$ cat src/rtl/ifetch_queue.sv
// Instruction-fetch front end: owns the PC, captures {pc, inst} from the ROM into a
// small FIFO for decode. Optional redirect-alignment check under IFETCH_ALIGN_CHK_EN.
module ifetch_queue #(
    parameter int          DEPTH    = 4,
    parameter logic [31:0] RESET_PC = 32'h0000_0000
) (
    input  logic        clk,
    input  logic        rst,
    output logic [31:0] a,
    input  logic [31:0] inst,
    input  logic        redirect,
    input  logic [31:0] redirect_pc,
    output logic        out_valid,
    input  logic        out_ready,
    output logic [31:0] out_inst,
    output logic [31:0] out_pc,
    output logic        misalign
);

    localparam int         AW      = (DEPTH > 1) ? $clog2(DEPTH) : 1;
    localparam logic [AW:0] DEPTH_C = (AW+1)'(DEPTH);

    logic [31:0]   pc_q, pc_d;
    logic [AW-1:0] rd_ptr_q, rd_ptr_d;
    logic [AW-1:0] wr_ptr_q, wr_ptr_d;
    logic [AW:0]   count_q, count_d;
    logic [31:0]   mem_pc_q   [DEPTH];
    logic [31:0]   mem_pc_d   [DEPTH];
    logic [31:0]   mem_inst_q [DEPTH];
    logic [31:0]   mem_inst_d [DEPTH];

    logic pop;
    logic push;

    assign a         = pc_q;
    assign out_valid = (count_q != '0);
    assign out_pc    = mem_pc_q[rd_ptr_q];
    assign out_inst  = mem_inst_q[rd_ptr_q];

    // A full queue still takes a fetch when decode drains the head in the same cycle.
    assign pop  = out_valid & out_ready;
    assign push = !redirect & ((count_q < DEPTH_C) | pop);

    always_comb begin
        pc_d       = pc_q;
        rd_ptr_d   = rd_ptr_q;
        wr_ptr_d   = wr_ptr_q;
        count_d    = count_q;
        mem_pc_d   = mem_pc_q;
        mem_inst_d = mem_inst_q;
        if (redirect) begin
            rd_ptr_d = '0;
            wr_ptr_d = '0;
            count_d  = '0;
            pc_d     = {redirect_pc[31:2], 2'b00};
        end else begin
            if (push) begin
                mem_pc_d[wr_ptr_q]   = pc_q;
                mem_inst_d[wr_ptr_q] = inst;
                wr_ptr_d             = wr_ptr_q + AW'(1);
                pc_d                 = pc_q + 32'd4;
            end
            if (pop) begin
                rd_ptr_d = rd_ptr_q + AW'(1);
            end
            case ({push, pop})
                2'b10:   count_d = count_q + (AW+1)'(1);
                2'b01:   count_d = count_q - (AW+1)'(1);
                default: count_d = count_q;
            endcase
        end
    end

    always_ff @(posedge clk) begin
        if (rst) begin
            pc_q       <= RESET_PC;
            rd_ptr_q   <= '0;
            wr_ptr_q   <= '0;
            count_q    <= '0;
            mem_pc_q   <= '{default: '0};
            mem_inst_q <= '{default: '0};
        end else begin
            pc_q       <= pc_d;
            rd_ptr_q   <= rd_ptr_d;
            wr_ptr_q   <= wr_ptr_d;
            count_q    <= count_d;
            mem_pc_q   <= mem_pc_d;
            mem_inst_q <= mem_inst_d;
        end
    end

`ifdef IFETCH_ALIGN_CHK_EN
    logic misalign_q, misalign_d;

    // Sticky until reset so software can inspect it after the fact.
    always_comb begin
        misalign_d = misalign_q;
        if (redirect && (redirect_pc[1:0] != 2'b00)) begin
            misalign_d = 1'b1;
        end
    end

    always_ff @(posedge clk) begin
        if (rst) begin
            misalign_q <= 1'b0;
        end else begin
            misalign_q <= misalign_d;
        end
    end

    assign misalign = misalign_q;
`else
    logic unused_pc_lsbs;
    assign unused_pc_lsbs = ^redirect_pc[1:0];
    assign misalign       = 1'b0;
`endif

endmodule
$ cat config.mk
export PLATFORM = sky130hd
export DESIGN_NAME = ifetch_queue
export DESIGN_NICKNAME = d
export VERILOG_FILES = /design/src/rtl/ifetch_queue.sv
export SDC_FILE = /design/constraint.sdc
export NUM_CORES = 1
export LEC_CHECK = 0
export CORE_MARGIN = 4
export CORE_UTILIZATION = 41
export DETAILED_ROUTE_END_ITERATION = 8
export DONT_BUFFER_PORTS = 1
export HOLD_SLACK_MARGIN = 0.06
export MAX_ROUTING_LAYER = met4
export SYNTH_ARGS = -nofsm -noshare
export SYNTH_HDL_FRONTEND = slang
export SYNTH_SLANG_ARGS = --single-unit
export TNS_END_PERCENT = 5
$ cat constraint.sdc
create_clock -name clk -period 3.2 [get_ports clk]
set_clock_uncertainty 0.05 [all_clocks]
set_input_delay 0.64 -clock clk [delete_from_list [all_inputs] [get_ports clk]]
set_output_delay 0.64 -clock clk [all_outputs]
set_load 0.05 [all_outputs]
==> results of run 1 <==
kinds of logic after synthesis:
group / Yosys count
compound gates: 308
xor+xnor: 12
fa+ha+maj: 7
buf+inv: 154
flops: 285
mux: 62
other cells: 1
simple gates: 635
cell usage after synthesis (4+ instances only):
cell type  count
a21oi_1      255
a311oi_1      16
xor2_1         8
o31ai_1        8
ha_1           6
nand3_1       11
inv_1         14
and2_1         4
dfxtp_1      285
buf_2         32
o21ai_0        5
buf_4         13
nor2b_1        8
nand2_1      517
a211oi_1       7
or3_1          8
mux4_2        62
xnor2_1        4
and3_1        14
clkbuf_1      88
and4_1         8
nand4_1        9
or4_1          4
nor2_1        31
per-layer routing:
| layer | up-vias | routed length, microns | GRT usage |
|---|---|---|---|
| met5 | - | 0 | - |
| met3 | 78 | 2090 | 0.0435 |
| met4 | 0 | 1030 | 0.0724 |
| met2 | 267 | 16700 | 0.337 |
| met1 | 4770 | 15100 | 0.274 |
| li1 | 4885 | - | - |
registers in the layout, summed over array words and instances, names as in the netlist:
signal	flops
mem_inst_q	128
a	30
count_q	3
rd_ptr_q	2
mem_pc_q	120
wr_ptr_q	2
report_power, final:
part,switching (mW),internal [mW]
Sequential,0.102,3.65
Combinational,0.516,0.197
Clock,1.51,2.30
Total,2.12,6.14
critical path, stage by stage, from the launching register on:
cell	delay [ns]
dfxtp_4	0.55
buf_4	0.39
mux4_2	0.73
per-stage QoR:
stage,hold slack [ns],instance area (sq um),worst slack (ns),util
global route,0.146,14000,0.267,0.470
detailed placement,0.387,12800,0.715,0.432
global placement,0.382,12800,0.733,0.432
finish,0.167,14000,0.339,0.470
floorplan,0.383,12400,0.425,-
CTS,0.150,14000,0.304,0.470
final timing paths:
path	from	end	slack (ns)
worst max-delay path	rd_ptr_q[0]$_SDFFE_PP0P_	out_inst[26]	0.34
worst min-delay path	rst	mem_pc_q[44]$_SDFFE_PP0P_	0.17
worst max register to register	a[11]$_SDFFE_PP0P_	a[13]$_SDFFE_PP0P_	0.91
worst min register to register	mem_pc_q[74]$_SDFFE_PP0P_	mem_pc_q[74]$_SDFFE_PP0P_	0.40
final cells by class:
type / count / area (sq um) / share of cell area
multi-input cells: 1029 / 6090 / 0.436
flip-flops and latches: 285 / 5710 / 0.409
clock buffers: 51 / 1060 / 0.0758
repair buffers: 50 / 488 / 0.0349
well taps: 390 / 488 / 0.0349
clock inverters: 11 / 72.6 / 0.00520
inverters: 14 / 52.6 / 0.00376
diodes: 3 / 7.51 / 0.000537
==> impl_metrics.csv, run 1 <==
group,metric,value,unit
run_status,status,"complete, no violations",
min_path,hold_path_depth,1,
routing,drt_first_pass_iters,5,
cts,cts_max_level,2,
synthesis,seq_area_frac_synth,0.460,
power,p_total,8.27,mW
global_routing,grt_max_degree,284,
synthesis,synth.area.mux_share,0.112,
timing,rsz0062_at_grt,"false",
die,std_cell_rows,63,
setup_path,reg2reg_depth,4,
synthesis,ys_seq_elements,285,
setup_path,startpoint_type,"flop",
timing,period_minus_slack,2.86,ns
min_path,hold_class,"primary input to flop",
synthesis,netlist_instances,1464,
cells_and_area,final_nets,1489,
routing,vias,10000,
die,die_area,0.0331,sq mm
cts,cts_resized,0,
timing,finalHoldViolCount,0,
synthesis,yosys.area.top_type,"dfxtp_1",
cells_and_area,fillers,2818,
cts,cts_root_buf,"clkbuf_16",
power,total_leakage_power,4.61,nW
synthesis,synth_top_family_by_area,"simple AND/OR/NAND/NOR gates",
synthesis,synthDistinctLibCells,51,
synthesis,synth_compound_area_frac,0.138,
placement,dpl.cell_count,1768,
die,ioPinCount,166,
synthesis,synth_edf_count,0,
setup_path,worstPathRequired,2.51,ns
synthesis,synthAdderAreaFrac,0.00766,
cells_and_area,syn2layout_area_growth,12.5,%
global_routing,antenna_found_initial,3,
synthesis,ys_warn_count,0,
global_routing,grtUsageTotal,0.213,
timing,tns,0,ns
timing,worst_pin_slew,0.948,ns
routing,drc,0,
timing,fmax,349,MHz
routing,ant_nets,0,
global_routing,grt_pass1_wl,55300,microns
synthesis,synthXorXnorAreaFrac,0.00847,
synthesis,synth_top_area_frac,0.460,
timing,max_slew_margin,0.367,
timing,slew_viol_final,0,
run,maxCapViolations,0,
routing,drtIter0Drc,662,
cts,cts_tree,"yes",
synthesis,synth.avg_cell_area,8.48,sq um
timing,setup_viol,0,
global_routing,grt_pass1_vias,9646,
cts,insertion_delay,0.50,ns
cells_and_area,final_common_cell,"nand2_1",
cts,clockBufferDepth,3,
setup_path,critPathArrivalTime,2.17,ns
die,core_area,0.0297,sq mm
cts,cts.sinks,285,
power,power_density,592,mW/mm^2
setup_path,critical_path_class,"flop to output pin",
synthesis,synth_area_leaders,"dfxtp_1 46%, nand2_1 16%, mux4_2 11%",
setup_path,crit_fanout,16,
power,ir_drop,423,uV
routing,drt_wl_total,34900,microns
routing,vias_per_cell,5.46,
cells_and_area,drive_gt1_frac,0.133,
cells_and_area,fin_cells,1833,
synthesis,async_flop_share,0,
die,die_w,182,microns
synthesis,synth_ff_type,"dfxtp_1",
placement,port_buffers,0,
synthesis,yosys.area_share.simple,0.218,
placement,gp_congestion,0.797,
routing,wire_per_inst,19.1,microns
cts,holdBufCountCts,0,
setup_path,end_kind,"output pin",
placement,hpwl,21400,microns
cts,cts_setup_buffers,0,
timing,fin_crit_sh,0.894,
synthesis,mappedNetlistArea,0.0124,sq mm
die,die_h,182,microns
cts,clk_pin_slew_worst_paths,0.06,ns
global_routing,grt_overflow,0,
die,start_util,0.418,
cts,numCtsBuffers,34,
cells_and_area,final_cell_mix,"517 x nand2_1, 283 x dfxtp_1, 255 x a21oi_1, 62 x mux4_2, 41 x buf_4",
(Power assumes the default switching activity.)
==> run 2, diff against run 1 <==
SETUP_SLACK_MARGIN = 0.15   (was default)
==> results of run 2 <==
Final layout, timing and power as in run 1 (identical DEF).
